==> config.mk <==
export PLATFORM = sky130hd
export DESIGN_NAME = reg_writeback_unit_flat
export DESIGN_NICKNAME = d
export VERILOG_FILES = /design/src/rtl/reg_writeback_unit_if.sv /design/src/rtl/reg_writeback_unit.sv /design/src/flat_wrapper.sv
export SDC_FILE = /design/constraint.sdc
export NUM_CORES = 1
export LEC_CHECK = 0
export BUFFER_PORTS_ARGS = -buffer_cell sky130_fd_sc_hd__buf_4
export CORE_ASPECT_RATIO = 0.6
export CORE_MARGIN = 1.5
export CORE_UTILIZATION = 35
export DETAILED_ROUTE_END_ITERATION = 8
export PLACE_DENSITY = 0.62
export SLEW_MARGIN = 20
export SYNTH_ARGS = -nofsm -noshare
export SYNTH_HDL_FRONTEND = slang
export SYNTH_SLANG_ARGS = --single-unit
==> constraint.sdc <==
create_clock -name clk -period 1.93 [get_ports clk]
set_clock_uncertainty 0.05 [all_clocks]
set_input_delay 0.193 -clock clk [delete_from_list [all_inputs] [get_ports clk]]
set_output_delay 0.193 -clock clk [all_outputs]
set_load 0.005 [all_outputs]
==> src/rtl/reg_writeback_unit_if.sv <==
// Purpose : bundles the execute-result, load-response and register-file write
//           signals of reg_writeback_unit into one interface.
// Ports   : slave = the writeback unit; master = execute/memory/regfile side.
// Latency : n/a (wiring only).
// Config  : WB_BYPASS_EN adds fwd_valid / fwd_addr / fwd_data.
interface reg_writeback_unit_if #(
  parameter int XLEN = 32
);
  // execute -> writeback
  logic            in_valid;
  logic            in_ready;
  logic [4:0]      in_rd;
  logic            in_rf_wen;
  logic [1:0]      in_wb_sel;
  logic [XLEN-1:0] in_alu_out;
  logic [XLEN-1:0] in_pc;
  logic [XLEN-1:0] in_csr_rdata;
  logic [2:0]      in_funct3;
  logic [1:0]      in_addr_lo;
  // load response handshake
  logic            mem_req;
  logic            mem_ack;
  logic [XLEN-1:0] mem_rdata;
  // register file write port
  logic            write_en;
  logic [4:0]      write_addr;
  logic [XLEN-1:0] write_value;
  logic            timeout_err;
`ifdef WB_BYPASS_EN
  logic            fwd_valid;
  logic [4:0]      fwd_addr;
  logic [XLEN-1:0] fwd_data;
`endif

  modport slave (
    input  in_valid, in_rd, in_rf_wen, in_wb_sel, in_alu_out, in_pc,
           in_csr_rdata, in_funct3, in_addr_lo, mem_ack, mem_rdata,
    output in_ready, mem_req, write_en, write_addr, write_value, timeout_err
`ifdef WB_BYPASS_EN
    , output fwd_valid, fwd_addr, fwd_data
`endif
  );

  modport master (
    output in_valid, in_rd, in_rf_wen, in_wb_sel, in_alu_out, in_pc,
           in_csr_rdata, in_funct3, in_addr_lo, mem_ack, mem_rdata,
    input  in_ready, mem_req, write_en, write_addr, write_value, timeout_err
`ifdef WB_BYPASS_EN
    , input fwd_valid, fwd_addr, fwd_data
`endif
  );
endinterface

==> src/rtl/reg_writeback_unit.sv <==
// Purpose : writeback stage; picks ALU / load / PC+4 / CSR result and drives the
//           register file write port. Ports: clk, rst (sync, active high), bus.
// Latency : 1 cycle for non-load results; loads write 1 cycle after mem_ack.
// Backpr. : in_ready low while a load waits for mem_ack (abandoned after
//           TIMEOUT_CYCLES, raising sticky timeout_err).
// Config  : define WB_BYPASS_EN for the fwd_* decode-forwarding outputs.
module reg_writeback_unit #(
  parameter int XLEN           = 32,
  parameter int TIMEOUT_CYCLES = 16
) (
  input  logic                 clk,
  input  logic                 rst,
  reg_writeback_unit_if.slave  bus
);

  localparam int CW = $clog2(TIMEOUT_CYCLES + 1);

  localparam logic [1:0] SEL_ALU = 2'b00;
  localparam logic [1:0] SEL_MEM = 2'b01;
  localparam logic [1:0] SEL_PC4 = 2'b10;
  localparam logic [1:0] SEL_CSR = 2'b11;

  typedef enum logic {IDLE, WAIT_MEM} state_t;

  state_t          state_q, state_d;
  logic [CW-1:0]   cnt_q, cnt_d;
  logic [4:0]      rd_q, rd_d;
  logic            rf_wen_q, rf_wen_d;
  logic [2:0]      funct3_q, funct3_d;
  logic [1:0]      addr_lo_q, addr_lo_d;
  logic            wen_q, wen_d;
  logic [4:0]      waddr_q, waddr_d;
  logic [XLEN-1:0] wval_q, wval_d;
  logic            err_q, err_d;

  logic [XLEN-1:0] exec_val;
  logic [XLEN-1:0] load_val;
  logic [7:0]      ld_byte;
  logic [15:0]     ld_half;

  // Byte/halfword lanes of the aligned load word; halfword ignores addr_lo[0].
  assign ld_byte = bus.mem_rdata[{addr_lo_q, 3'b000} +: 8];
  assign ld_half = bus.mem_rdata[{addr_lo_q[1], 4'b0000} +: 16];

  always_comb begin
    load_val = bus.mem_rdata;
    case (funct3_q)
      3'b000:  load_val = {{(XLEN-8){ld_byte[7]}}, ld_byte};
      3'b001:  load_val = {{(XLEN-16){ld_half[15]}}, ld_half};
      3'b100:  load_val = {{(XLEN-8){1'b0}}, ld_byte};
      3'b101:  load_val = {{(XLEN-16){1'b0}}, ld_half};
      default: load_val = bus.mem_rdata;
    endcase
  end

  always_comb begin
    exec_val = bus.in_alu_out;
    case (bus.in_wb_sel)
      SEL_PC4: exec_val = bus.in_pc + XLEN'(4);
      SEL_CSR: exec_val = bus.in_csr_rdata;
      default: exec_val = bus.in_alu_out;
    endcase
  end

  always_comb begin
    state_d   = state_q;
    cnt_d     = cnt_q;
    rd_d      = rd_q;
    rf_wen_d  = rf_wen_q;
    funct3_d  = funct3_q;
    addr_lo_d = addr_lo_q;
    wen_d     = 1'b0;
    waddr_d   = waddr_q;
    wval_d    = wval_q;
    err_d     = err_q;
    case (state_q)
      IDLE: begin
        // in_ready is high in IDLE, so in_valid alone means accept.
        // mem_ack is deliberately ignored here (late acks after a timeout).
        if (bus.in_valid) begin
          rd_d      = bus.in_rd;
          rf_wen_d  = bus.in_rf_wen;
          funct3_d  = bus.in_funct3;
          addr_lo_d = bus.in_addr_lo;
          if (bus.in_wb_sel == SEL_MEM) begin
            // Enter the handshake even for rd=0 / rf_wen=0 so memory sees it complete.
            state_d = WAIT_MEM;
            cnt_d   = '0;
          end else begin
            wen_d   = bus.in_rf_wen && (bus.in_rd != 5'd0);
            waddr_d = bus.in_rd;
            wval_d  = exec_val;
          end
        end
      end
      WAIT_MEM: begin
        // An ack in the threshold cycle takes priority over the timeout.
        if (bus.mem_ack) begin
          wen_d   = rf_wen_q && (rd_q != 5'd0);
          waddr_d = rd_q;
          wval_d  = load_val;
          state_d = IDLE;
        end else begin
          cnt_d = cnt_q + CW'(1);
          if (cnt_q == CW'(TIMEOUT_CYCLES - 1)) begin
            err_d   = 1'b1;
            state_d = IDLE;
          end
        end
      end
      default: state_d = IDLE;
    endcase
  end

  always_ff @(posedge clk) begin
    if (rst) begin
      state_q   <= IDLE;
      cnt_q     <= '0;
      rd_q      <= '0;
      rf_wen_q  <= 1'b0;
      funct3_q  <= '0;
      addr_lo_q <= '0;
      wen_q     <= 1'b0;
      waddr_q   <= '0;
      wval_q    <= '0;
      err_q     <= 1'b0;
    end else begin
      state_q   <= state_d;
      cnt_q     <= cnt_d;
      rd_q      <= rd_d;
      rf_wen_q  <= rf_wen_d;
      funct3_q  <= funct3_d;
      addr_lo_q <= addr_lo_d;
      wen_q     <= wen_d;
      waddr_q   <= waddr_d;
      wval_q    <= wval_d;
      err_q     <= err_d;
    end
  end

  assign bus.in_ready    = (state_q == IDLE);
  assign bus.mem_req     = (state_q == WAIT_MEM);
  assign bus.write_en    = wen_q;
  assign bus.write_addr  = waddr_q;
  assign bus.write_value = wval_q;
  assign bus.timeout_err = err_q;

`ifdef WB_BYPASS_EN
  // Forward exactly what the write port will register at the next edge.
  assign bus.fwd_valid = wen_d && !rst;
  assign bus.fwd_addr  = waddr_d;
  assign bus.fwd_data  = wval_d;
`endif

endmodule

==> src/flat_wrapper.sv <==
// flat-port wrapper written by rule: the top's interface ports become plain ports
module reg_writeback_unit_flat 
#(
  parameter int XLEN           = 32,
  parameter int TIMEOUT_CYCLES = 16
)
  (clk, rst, bus_in_valid, bus_in_rd, bus_in_rf_wen, bus_in_wb_sel, bus_in_alu_out, bus_in_pc, bus_in_csr_rdata, bus_in_funct3, bus_in_addr_lo, bus_mem_ack, bus_mem_rdata, bus_in_ready, bus_mem_req, bus_write_en, bus_write_addr, bus_write_value, bus_timeout_err);
  reg_writeback_unit_if #(.XLEN(XLEN)) bus_i ();
  input  logic clk;
  input  logic rst;
  input wire logic [$bits(bus_i.in_valid)-1:0] bus_in_valid;
  input wire logic [$bits(bus_i.in_rd)-1:0] bus_in_rd;
  input wire logic [$bits(bus_i.in_rf_wen)-1:0] bus_in_rf_wen;
  input wire logic [$bits(bus_i.in_wb_sel)-1:0] bus_in_wb_sel;
  input wire logic [$bits(bus_i.in_alu_out)-1:0] bus_in_alu_out;
  input wire logic [$bits(bus_i.in_pc)-1:0] bus_in_pc;
  input wire logic [$bits(bus_i.in_csr_rdata)-1:0] bus_in_csr_rdata;
  input wire logic [$bits(bus_i.in_funct3)-1:0] bus_in_funct3;
  input wire logic [$bits(bus_i.in_addr_lo)-1:0] bus_in_addr_lo;
  input wire logic [$bits(bus_i.mem_ack)-1:0] bus_mem_ack;
  input wire logic [$bits(bus_i.mem_rdata)-1:0] bus_mem_rdata;
  output wire logic [$bits(bus_i.in_ready)-1:0] bus_in_ready;
  output wire logic [$bits(bus_i.mem_req)-1:0] bus_mem_req;
  output wire logic [$bits(bus_i.write_en)-1:0] bus_write_en;
  output wire logic [$bits(bus_i.write_addr)-1:0] bus_write_addr;
  output wire logic [$bits(bus_i.write_value)-1:0] bus_write_value;
  output wire logic [$bits(bus_i.timeout_err)-1:0] bus_timeout_err;
  assign bus_i.in_valid = bus_in_valid;
  assign bus_i.in_rd = bus_in_rd;
  assign bus_i.in_rf_wen = bus_in_rf_wen;
  assign bus_i.in_wb_sel = bus_in_wb_sel;
  assign bus_i.in_alu_out = bus_in_alu_out;
  assign bus_i.in_pc = bus_in_pc;
  assign bus_i.in_csr_rdata = bus_in_csr_rdata;
  assign bus_i.in_funct3 = bus_in_funct3;
  assign bus_i.in_addr_lo = bus_in_addr_lo;
  assign bus_i.mem_ack = bus_mem_ack;
  assign bus_i.mem_rdata = bus_mem_rdata;
  assign bus_in_ready = bus_i.in_ready;
  assign bus_mem_req = bus_i.mem_req;
  assign bus_write_en = bus_i.write_en;
  assign bus_write_addr = bus_i.write_addr;
  assign bus_write_value = bus_i.write_value;
  assign bus_timeout_err = bus_i.timeout_err;
  reg_writeback_unit #(.XLEN(XLEN), .TIMEOUT_CYCLES(TIMEOUT_CYCLES)) u_core (.clk(clk), .rst(rst), .bus(bus_i));
endmodule
Word level (Yosys, flattened, before mapping) --
Cells that the tools add are included.
Cells by class: $add $sub $neg 2, equality and inequality tests 12, shift operators 2, muxes and demuxes 23, bitwise logic cells 2, reduce and logical (&&, ||, !) cells 9
Operators with widths (count):
- 32-bit case mux with 2 select lines | 2
- 32-bit case mux with 4 select lines | 1
- 32-bit two-way mux | 3
- 32-bit by 3-bit adder with 32-bit output, second input constant | 1
- 32-bit by 6-bit variable part select with 16-bit output | 1
- 32-bit by 6-bit variable part select with 8-bit output | 1
- 5-bit two-way mux | 6
- 5-bit case mux with 2 select lines | 2
- 5-bit nonzero test | 2
- 3-bit AND reduction | 3
- 2-bit inequality test, second input constant | 4
- 1-bit two-way mux | 7
- 3-bit == test, second input constant | 2
- 5-bit by 1-bit adder with 5-bit output, second input constant | 1
- 5-bit by 4-bit == test with 1-bit output, second input constant | 1
- 2-bit == test, second input constant | 2
- 1-bit case mux with 2 select lines | 2
- 3-bit by 1-bit == test with 1-bit output, second input constant | 1
- 3-bit zero test | 1
- 2-bit by 1-bit == test with 1-bit output, second input constant | 1
- 1-bit logical AND | 2
- 2-bit by 1-bit inequality test with 1-bit output, second input constant | 1
- 1-bit NOT | 2
- 2-bit AND reduction | 1
Word-level totals: register bits after elaboration 56, bits of input ports 145, output and inout bits 41, logic and storage cells 60

Longest topological paths before layout --
Gate-level depths: netlist of run 1.
word-level depth 5, mapped depth 8, depth with buffers taken out 6

Worst setup path before layout of run 1 --
No wires, ideal clock.
path kind register to register, start point reg u_core.addr_lo_q[1], end point reg u_core.wval_q[8] (netlist: u_core.bus.write_value[8]), setup time 0.120 ns, data arrival time 1.682 ns, data required time 1.760 ns, slack 0.079 ns, stages on the path, launching flop included 7, buffers on the path 1, clock period less this slack 1.851 ns, cell sequence dfxtp_1 -> clkbuf_1 -> mux4_2 -> a311oi_2 -> o21ai_0 -> o211ai_1 -> o21ai_1
On the way: word-level cells in the longest chain between the ends 4, elaborated cells between the ends (all ways) 5, those cells by class 2 x shift; 3 x mux
Ends and longest elaborated chain:
- from (decl) | RTL line reg_writeback_unit.sv:30 | logic [1:0] addr_lo_q, addr_lo_d;
- from (signal assigned) | RTL line reg_writeback_unit.sv:133 | addr_lo_q <= addr_lo_d;
- 32-bit by 6-bit variable part select with 16-bit output or 32-bit by 6-bit variable part select with 8-bit output (tied branches) | RTL line reg_writeback_unit.sv:43, reg_writeback_unit.sv:42
- 32-bit case mux with 4 select lines * | RTL line reg_writeback_unit.sv:47 | case (funct3_q)
- 32-bit two-way mux * | RTL line reg_writeback_unit.sv:98 | if (bus.mem_ack) begin
- 32-bit case mux with 2 select lines * | RTL line reg_writeback_unit.sv:76 | case (state_q)
- to (signal assigned) | RTL line reg_writeback_unit.sv:136 | wval_q <= wval_d;
- to (decl) | RTL line reg_writeback_unit.sv:33 | logic [XLEN-1:0] wval_q, wval_d;
Mark *: on every way between the ends. The rest lies on a longest branch, timed or not. The select of a mux whose other input is x is not followed. A chain may end at the register's enable or synchronous reset.

Worst setup path in the final report of run 1 --
Same ends and word-level chain as after synthesis.

==> flow_summary.yaml, run 1 <==
status:
  result_of_the_run: "finished, final reports clean"
placed_design:
  dpl_worst_slack_ps: -138
  routabilityCongestion: 0.921
  buffer_ports.inserted: 185
  dpl.cell_count: 934
  dpl.hpwl_um: 14500
  dpl_cell_area_mm2: 0.00606
synthesis:
  synth.net_count: 733
  yosysSeqAreaShare_pct: 26.1
  mux_contribution_to_synthesized_area_pct: 4.34
  synth_fa_ha_area_share_pct: 0.874
  post_synth_instance_area_mm2: 0.00429
  syn_inst: 585
  synth_simple_gate_area_share_pct: 29.3
  ys_dominant_reg_cell: "sky130_fd_sc_hd__dfxtp_1"
  async_flop_share_pct: 0
  synth-edff-count: 0
  largest_family_of_logic_cells_by_synthesized_area: "compound AO/OA/AOI/OAI gates"
  synth.avg_cell_area_um2: 7.34
  post_synth_xor_area_fraction_pct: 3.47
  netlist-cell-type-count: 66
  synthesis_warning_total: 0
  synth_area_in_compound_gates_pct: 30.1
  ys_seq_elements: 56
timing:
  report.final.slew_viol_count: 0
  setup_viol: 0
  fmax_mhz: 536
  min_period_ps: 1870
  final.period_utilization_pct: 96.7
  worstMarginPinSlew_ps: 530
  hold_violations: 0
  setup_tns_ps: 0
  finalWorstSetupSlack_ps: 63.9
  hold-worst-slack_ps: 75.4
  relSlewSlack_pct: 64.7
setup_path:
  timing.critical_path.required_ps: 2070
  critical_path_class: "register to register"
  timing.critical_path.to_type: "register"
  reg_to_reg_setup_timing_slack_ps: 60
  worst_ep_arrival_time_ps: 2000
  crit_path_max_fanout: 4
  crit-reg2reg-launch: "u_core.addr_lo_q[1]"
  worst_setup_path_start_kind: "register"
  reg2reg_to: "u_core.bus.write_value[8]"
  r2r.worst_path.cells: 6
route:
  remaining_routing_drc_violations: 0
  ant_nets: 0
  drt-initial-drc-count: 381
  route.final.wire_length_um: 17900
  detail_route.wl_per_cell_um: 19.0
  dr_total_vias: 5285
  drt_first_pass_iters: 6
  vias_per_cell: 5.61
global_route:
  maximum_number_of_pins_on_one_net_before_global_route_repair: 36
  grt_most_used_layer: "met2"
  globalRouteOverflowTotal: 0
  number_of_global_route_vias_before_repair: 4850
  grt_first_pass_wirelength_um: 26600
  grtUsageMet2_pct: 41.0
  grtUsageMet1_pct: 38.0
  antenna_found_initial: 0
  use_met3_pct: 7.42
  overall_track_demand_over_capacity_in_global_routing_pct: 26.7
job:
  cap_viol_max_count: 0
die:
  row_count: 31
  start_util_pct: 35.7
  dieWidth_um: 146
  fp.coreArea_mm2: 0.0120
  ports: 186
  die_y_um: 88.8
  floorplan.die_area_mm2: 0.0130
clocking:
  post_cts_hold_buffer_count: 0
  cts_max_level: 2
  post-cts-setup-buffer-count: 0
  cts-buffers-inserted: 5
  clockRootBuffer: "sky130_fd_sc_hd__clkbuf_16"
  tritoncts: "yes"
  clock-sinks: 56
  cts.reportedPaths.clkPinSlew_ps: 80
  clock_tree.buffer_depth: 2
  clk_latency_ps: 300
layout:
  post_route_cells_drive_above_1_share_pct: 35.0
  utilization_pct: 51.9
  n_antenna_cell: 0
  finish.net_count: 924
  post_route_cell_area_mm2: 0.00625
  final-instance-count-excl-fill: 942
  area.growth.synth_to_final_pct: 45.5
worst_hold_path:
  hold_path.startpoint: "rst"
  holdCritPathClass: "input pin to register"
  worstHoldEndpoint: "u_core.bus.write_value[1]"
  hold_path_stages: 2
power:
  leakage_nw: 2.61
  vdd.ir_drop.worst_mv: 0.405
  cellPowerDensity_mw_per_mm2: 533
  finalPower_mw: 3.33
metal layers:
metal  wire, um  part of all wire, %  vias up
li1           -                    -     2578
met1       8570                   48     2439
met2       7510                   42      252
met3       1750                  9.7       16
met4        112                 0.62        0
met5          0                    0        -
where the power goes:
| part | internal (mW) | switching, mW | total [mW] |
|---|---|---|---|
| combinational | 0.539 | 0.539 | 1.08 |
| clock | 0.486 | 0.463 | 0.949 |
| sequential | 1.24 | 0.0631 | 1.30 |
sequential cells by signal (all words and copies together), names as in the netlist:
| signal | count |
|---|---|
| u_core.addr_lo_q | 2 |
| u_core.bus.write_value | 32 |
| u_core.funct3_q | 3 |
| u_core.bus.write_en | 1 |
| u_core.bus.mem_req | 1 |
| u_core.rd_q | 5 |
| u_core.cnt_q | 5 |
| u_core.rf_wen_q | 1 |
| u_core.bus.timeout_err | 1 |
| u_core.bus.write_addr | 5 |
critical path: stages, from the launching register on:
cell,delay (ps)
sky130_fd_sc_hd__dfxtp_1,370
sky130_fd_sc_hd__mux4_2,560
sky130_fd_sc_hd__a311oi_2,250
sky130_fd_sc_hd__buf_4,180
sky130_fd_sc_hd__o21ai_0,80
sky130_fd_sc_hd__o211ai_1,140
sky130_fd_sc_hd__o21ai_1,110
worst max path at each step:
stage / from / endpoint / slack, ps / cells after the start
final: u_core.addr_lo_q[1] / u_core.bus.write_value[8] / 60 / 6
after global routing: u_core.addr_lo_q[1] / u_core.bus.write_value[8] / -0.4 / 6
after floorplan: u_core.addr_lo_q[1] / u_core.bus.write_value[8] / 80 / 6
after global placement: bus_in_pc[2] / u_core.bus.write_value[30] / -80 / 8
after detailed placement: bus_in_pc[3] / u_core.bus.write_value[30] / -140 / 8
after CTS: u_core.addr_lo_q[1] / u_core.bus.write_value[28] / -6 / 6
synthesized netlist by cell type, drive strengths merged (4+ instances only):
master    n  share of area (%)
nand2    94                8.2
dfxtp    56                 26
a21oi    48                5.6
nor2     43                3.8
nand3    33                4.3
clkbuf   29                2.5
o21ai    27                3.1
buf      17                2.0
nor3     16                2.0
inv      13                1.1
mux2i    13                3.0
a211oi   12                2.2
a32oi    12                2.4
nand4    12                1.9
o211ai   12                2.1
xor2     11                2.2
and3      9                1.3
nor4      9                1.7
nand2b    8                1.2
o2111ai   7                1.4
a22o      6                1.2
a22oi     6                1.0
a32o      6                1.4
o31ai     6                1.3
or3       6               0.99
xnor2     6                1.2
a311oi    5                1.2
nor2b     4               0.58
o21a      4               0.70
o221ai    4               0.82
o311a     4               0.93
timing repair:
item / CTS / global route
setup endpoints to repair: 1 / 25
pin swaps: 0 / 1
gates resized for setup: 0 / 12
logic make-up (layout without fill, tap and decap cells):
group | Yosys count | in the layout
buffers and inverters | 60 | 252
multiplexers | 17 | 17
flip-flops | 56 | 56
AND/OR/NAND/NOR | 250 | 250
XOR/XNOR | 17 | 17
AO/OA/AOI/OAI | 182 | 182
adder cells (fa/ha/maj) | 3 | 3
cell type report:
cell class                 instances  area, um2
clock inverter                     3       21.3
sequential                        56       1120
multi-input combinational        469       2960
tap                              165        206
inverter                          14       52.6
fill                            1188       5780
clock buffer                       5        125
timing repair buffer             230       1760
layout by cell type (no fill, tap or decap), types with 12 or more instances in the layout:
| cell type | n |
|---|---|
| sky130_fd_sc_hd__mux2i_1 | 13 |
| sky130_fd_sc_hd__a21oi_1 | 48 |
| sky130_fd_sc_hd__nand3_1 | 31 |
| sky130_fd_sc_hd__nand2_1 | 94 |
| sky130_fd_sc_hd__inv_1 | 13 |
| sky130_fd_sc_hd__a32oi_1 | 12 |
| sky130_fd_sc_hd__dfxtp_1 | 53 |
| sky130_fd_sc_hd__o211ai_1 | 12 |
| sky130_fd_sc_hd__nor2_1 | 42 |
| sky130_fd_sc_hd__nor3_1 | 15 |
| sky130_fd_sc_hd__buf_4 | 227 |
| sky130_fd_sc_hd__o21ai_0 | 19 |
Note: power is estimated with default switching activity, not from simulation.
==> run 2, diff against run 1 <==
--- a/config.mk
+++ b/config.mk
@@ -10,7 +10,7 @@
 export CORE_MARGIN = 1.5
 export CORE_UTILIZATION = 35
 export DETAILED_ROUTE_END_ITERATION = 8
-export PLACE_DENSITY = 0.62
+export PLACE_DENSITY = 0.6
 export SLEW_MARGIN = 20
 export SYNTH_ARGS = -nofsm -noshare
 export SYNTH_HDL_FRONTEND = slang
==> constraint.sdc (replaced) <==
create_clock -name clk -period 1.8 [get_ports clk]
set_clock_uncertainty 0.05 [all_clocks]
set_input_delay 0.18 -clock clk [delete_from_list [all_inputs] [get_ports clk]]
set_output_delay 0.18 -clock clk [all_outputs]
set_load 0.005 [all_outputs]
==> run 2 against run 1 <==
Effect of this change: the run now ends with negative setup slack left; sequential cell count unchanged; cell area up 4.4%; final cell count up 2.8%; count of clock-buffer cells in the layout unchanged; worst hold slack worse by 5.9 ps; critical path type unchanged; critical endpoint is now u_core.bus.write_value[26].
==> flow_summary.yaml, run 2 (synthesized netlist as in run 1, its figures left out) <==
status:
  result_of_the_run: "finished, violations left"
  violations: "negative setup slack"
job:
  cap_viol_max_count: 0
global_route:
  antenna_found_initial: 0
  number_of_global_route_vias_before_repair: 5036
  grtUsageMet1_pct: 40.2
  overall_track_demand_over_capacity_in_global_routing_pct: 27.7
  use_met3_pct: 6.86
  grt_most_used_layer: "met2"
  maximum_number_of_pins_on_one_net_before_global_route_repair: 30
  grt_first_pass_wirelength_um: 27900
  globalRouteOverflowTotal: 0
  grtUsageMet2_pct: 43.3
clocking:
  cts_max_level: 2
  tritoncts: "yes"
  clockRootBuffer: "sky130_fd_sc_hd__clkbuf_16"
  post_cts_hold_buffer_count: 0
  clock-sinks: 56
  clock_tree.buffer_depth: 2
  cts-buffers-inserted: 5
  cts.reportedPaths.clkPinSlew_ps: 80
  clk_latency_ps: 300
placed_design:
  routabilityCongestion: 0.882
  dpl.hpwl_um: 14800
  dpl.cell_count: 953
  dpl_cell_area_mm2: 0.00624
  buffer_ports.inserted: 185
timing:
  finalWorstSetupSlack_ps: -9.83
  fmax_mhz: 553
  min_period_ps: 1810
  worstMarginPinSlew_ps: 416
  report.final.slew_viol_count: 0
  setup_viol: 1
  relSlewSlack_pct: 72.3
  rsz_0062_raised_after_global_routing: "yes"
  hold_violations: 0
  final.period_utilization_pct: 101
  setup_tns_ps: -9.83
setup_path:
  timing.critical_path.required_ps: 1950
  worst_ep_arrival_time_ps: 1960
  crit_path_max_fanout: 8
  critical_path_class: "register to register"
  timing.critical_path.cells: "or3_1, o2111ai_2, buf_6, nand4_1, a32o_1, a31o_1"
  timing.critical_path.to_type: "register"
  crit_path_max_incr_delay_ps: 390
  worst_setup_path_start_kind: "register"
  critical_path.slowest_cell: "sky130_fd_sc_hd__or3_1"
worst_hold_path:
  holdCritPathClass: "input pin to register"
layout:
  post_route_cell_area_mm2: 0.00652
  post_route_cells_drive_above_1_share_pct: 37.6
  n_antenna_cell: 0
  layout.cells.most_common: "sky130_fd_sc_hd__buf_4"
  utilization_pct: 54.2
  layout.cells.most_common_list: "246 x sky130_fd_sc_hd__buf_4, 93 x sky130_fd_sc_hd__nand2_1, 52 x sky130_fd_sc_hd__dfxtp_1, 48 x sky130_fd_sc_hd__a21oi_1, 41 x sky130_fd_sc_hd__nor2_1"
  area.growth.synth_to_final_pct: 51.9
  largest_register_ffs: 32
  fillers: 1177
  final-instance-count-excl-fill: 968
  finish.net_count: 950
route:
  detail_route.wl_per_cell_um: 19.1
  drt_first_pass_iters: 5
  ant_nets: 0
  dr_total_vias: 5407
  vias_per_cell: 5.59
  drt-initial-drc-count: 307
  route.final.wire_length_um: 18500
  remaining_routing_drc_violations: 0
power:
  power_frac_clock_pct: 28.4
  cellPowerDensity_mw_per_mm2: 564
  internal_power_mw: 2.49
  vdd.ir_drop.worst_mv: 0.409
  proportion_of_power_drawn_by_combinational_gates_pct: 33.7
  p_sw_share_pct: 32.3
  leakage_nw: 2.75
  power_switching_mw: 1.19
  pwr-share-seq_pct: 37.8
die:
  die_y_um: 88.8
  floorplan.die_area_mm2: 0.0130
  fp.coreArea_mm2: 0.0120
  ports: 186
  dieWidth_um: 146
  start_util_pct: 35.7
  row_count: 31
run 2: cell types whose count changed in the layout (fill, tap and decap cells not counted), moves of 2 or more:
cell and delta:
sky130_fd_sc_hd__buf_12 +3, sky130_fd_sc_hd__nor2b_2 -2, sky130_fd_sc_hd__buf_4 +19, sky130_fd_sc_hd__o21ai_0 -3, sky130_fd_sc_hd__nor2b_1 +2, sky130_fd_sc_hd__o21ai_1 +2
sky130_fd_sc_hd__buf_6 +4
run 2: repair_timing:
| action | 4_1_cts | 5_1_grt |
|---|---|---|
| endpoints found under the setup margin | 8 | 22 |
| setup buffers | 5 | 2 |
| pin swaps | 6 | 12 |
| gates resized for setup | 4 | 20 |
run 2: metrics by stage:
step	power, mW	setup slack, ps	hold slack [ps]
global route	3.86	-80.5	74.2
detailed placement	2.61	-150	384
finish	3.68	-9.83	69.5
floorplan	1.90	12.3	266
global placement	2.59	-140	381
CTS	3.67	-0.340	61.2
run 2: power by group through the flow:
stage | Combinational (mW) | Clock [mW] | Sequential [mW]
6_report | 1.24 | 1.05 | 1.39
5_1_grt | 1.34 | 1.11 | 1.40
4_1_cts | 1.21 | 1.07 | 1.39
3_5_place_dp | 1.19 | 0 | 1.42
3_3_place_gp | 1.18 | 0 | 1.42
2_1_floorplan | 0.500 | 0 | 1.40
run 2: path summary, 6_finish.rpt:
check	from	end	slack [ps]	cells after the start
hold / removal	bus_in_addr_lo[0]	u_core.addr_lo_q[0]	70	3
setup reg to reg	u_core.funct3_q[0]	u_core.bus.write_value[26]	-10	6
hold reg to reg	u_core.bus.write_value[8]	u_core.bus.write_value[8]	420	2
setup / recovery	u_core.funct3_q[0]	u_core.bus.write_value[26]	-10	6
run 2: critical path, delay by kind of cell (launching register included):
kind            cells  cell delay [ps]
buf+inv             1              170
compound gates      3              580
simple gates        2              540
flops               1              370
run 2: layer usage:
metal / part of all wire [%] / routed length [um]
met5: 0 / 0
met4: 0.41 / 76
met3: 8.6 / 1590
met2: 42 / 7840
met1: 49 / 9010
run 2: final cells by class:
| class | instances | area [um2] | share of cell area [%] |
|---|---|---|---|
| clock inverters | 3 | 27.5 | 0.422 |
| well taps | 165 | 206 | 3.17 |
| flip-flops and latches | 56 | 1130 | 17.3 |
| multi-input cells | 469 | 2980 | 45.7 |
| clock buffers | 5 | 125 | 1.92 |
| inverters | 14 | 52.6 | 0.806 |
| repair buffers | 256 | 2000 | 30.7 |
==> run 3, diff against run 2 <==
--- a/config.mk
+++ b/config.mk
@@ -11,6 +11,8 @@
 export CORE_UTILIZATION = 35
 export DETAILED_ROUTE_END_ITERATION = 8
 export PLACE_DENSITY = 0.6
+export SETUP_SLACK_MARGIN = 0.05
+export SKIP_CTS_REPAIR_TIMING = 1
 export SLEW_MARGIN = 20
 export SYNTH_ARGS = -nofsm -noshare
 export SYNTH_HDL_FRONTEND = slang
==> run 3 against run 2 <==
Effect of this change: the run still ends with negative setup slack left; cell area grew 2.4%; utilization grew 1.3 points; clock power grew 9.5%; non-clock buffer count grew 12; highest routed layer unchanged; critical path depth grew 1; combinational power grew 3%; global-route usage grew 0.39 points; wire length grew 1.4%.
==> flow_summary.yaml, run 3 (synthesized netlist as in run 1, its figures left out) <==
route:
  ant_nets: 0
  dr_total_vias: 5576
  detail_route.wl_per_cell_um: 19.2
  vias_per_cell: 5.69
  remaining_routing_drc_violations: 0
  drt_first_pass_iters: 5
  drt-initial-drc-count: 487
  route.final.wire_length_um: 18800
setup_path:
  timing.critical_path.to_type: "register"
  worst_ep_arrival_time_ps: 1910
  worst_setup_path_start_kind: "register"
  timing.critical_path.required_ps: 1900
  crit_path_max_fanout: 7
  critical_path_class: "register to register"
timing:
  finalWorstSetupSlack_ps: -11.8
  hold_violations: 0
  min_period_ps: 1810
  relSlewSlack_pct: 64.8
  rsz_0062_raised_after_global_routing: "yes"
  worstMarginPinSlew_ps: 528
  report.final.slew_viol_count: 0
  final.period_utilization_pct: 101
  hold-worst-slack_ps: 79.6
  fmax_mhz: 552
  setup_viol: 1
global_route:
  number_of_global_route_vias_before_repair: 5070
  globalRouteOverflowTotal: 0
  overall_track_demand_over_capacity_in_global_routing_pct: 28.1
  grt_first_pass_wirelength_um: 28200
  antenna_found_initial: 0
  maximum_number_of_pins_on_one_net_before_global_route_repair: 43
die:
  die_y_um: 88.8
  fp.coreArea_mm2: 0.0120
  floorplan.die_area_mm2: 0.0130
  dieWidth_um: 146
  ports: 186
  row_count: 31
  start_util_pct: 35.7
placed_design:
  dpl.cell_count: 971
  dpl.hpwl_um: 15000
  dpl_cell_area_mm2: 0.00637
  dpl_worst_slack_ps: -128
  routabilityCongestion: 0.866
  buffer_ports.inserted: 185
layout:
  layout.cells.most_common: "sky130_fd_sc_hd__buf_4"
  n_antenna_cell: 0
  final-instance-count-excl-fill: 980
  layout.cells.most_common_list: "257 x sky130_fd_sc_hd__buf_4, 93 x sky130_fd_sc_hd__nand2_1, 52 x sky130_fd_sc_hd__dfxtp_1, 47 x sky130_fd_sc_hd__a21oi_1, 41 x sky130_fd_sc_hd__nor2_1"
  area.growth.synth_to_final_pct: 55.6
  post_route_cell_area_mm2: 0.00668
  finish.net_count: 962
  post_route_cells_drive_above_1_share_pct: 39.3
  largest_register_ffs: 32
status:
  violations: "negative setup slack"
  result_of_the_run: "finished, violations left"
power:
  vdd.ir_drop.worst_mv: 0.356
  leakage_nw: 2.82
  cellPowerDensity_mw_per_mm2: 573
clocking:
  clockRootBuffer: "sky130_fd_sc_hd__clkbuf_16"
  cts.reportedPaths.clkPinSlew_ps: 70
  clock-sinks: 56
  tritoncts: "yes"
  cts_max_level: 2
  clock_tree.buffer_depth: 2
  clk_latency_ps: 300
  cts-buffers-inserted: 5
job:
  cap_viol_max_count: 0
worst_hold_path:
  holdCritPathClass: "input pin to register"
[run 3: changes by cell type in the layout (fill, tap and decap cells not counted), sizes merged]
| cell | change |
|---|---|
| bufinv | +1 |
| buf | +12 |
| clkinv | -1 |
[run 3: area by class of cell]
| cell class | instances | area, um2 |
|---|---|---|
| flip-flops and latches | 56 | 1130 |
| multi-input cells | 469 | 3040 |
| well taps | 165 | 206 |
| clock buffers | 5 | 125 |
| repair buffers | 268 | 2080 |
| inverters | 14 | 52.6 |
| fillers | 1184 | 5340 |
| clock inverters | 3 | 46.3 |
[run 3: report_power, final]
part	internal (mW)	leakage (nW)	switching, mW
sequential	1.33	0.462	0.0710
combinational	0.653	2.28	0.624
clock	0.663	0.0804	0.487
[run 3: layer usage]
metal  global-route usage [%]  wire, um  vias up  share of wire, %
li1                         -         -     2653                 -
met5                        0         0        -                 0
met1                     41.2      8930     2632                48
met2                     43.1      7850      275                42
met4                     3.31       114        0              0.61
met3                     6.55      1880       16                10
[run 3: through the flow]
| stage | utilization (%) | power [mW] | TNS, ps |
|---|---|---|---|
| 2_1_floorplan | - | 1.91 | 0 |
| 3_3_place_gp | 52.9 | 2.63 | -324 |
| 4_1_cts | 54.4 | 3.79 | -1480 |
| 6_report | 55.6 | 3.83 | -11.8 |
| 3_5_place_dp | 52.9 | 2.64 | -1290 |
| 5_1_grt | 55.6 | 4.00 | -426 |
[run 3: critical path, cell delays in order (launching register included)]
cell	delay (ps)
sky130_fd_sc_hd__dfxtp_4	380
sky130_fd_sc_hd__buf_4	140
sky130_fd_sc_hd__nand2b_1	170
sky130_fd_sc_hd__buf_6	150
sky130_fd_sc_hd__nand2_1	60
sky130_fd_sc_hd__a32oi_1	100
sky130_fd_sc_hd__o2111ai_1	400
sky130_fd_sc_hd__o311ai_0	220
[run 3: final timing paths]
check	from	end	slack, ps	cells past startpoint
min reg2reg	u_core.bus.write_value[8]	u_core.bus.write_value[8]	410	2
min	bus_in_addr_lo[0]	u_core.addr_lo_q[0]	80	3
max	u_core.funct3_q[0]	u_core.bus.write_value[6]	-10	7
max reg2reg	u_core.funct3_q[0]	u_core.bus.write_value[6]	-10	7
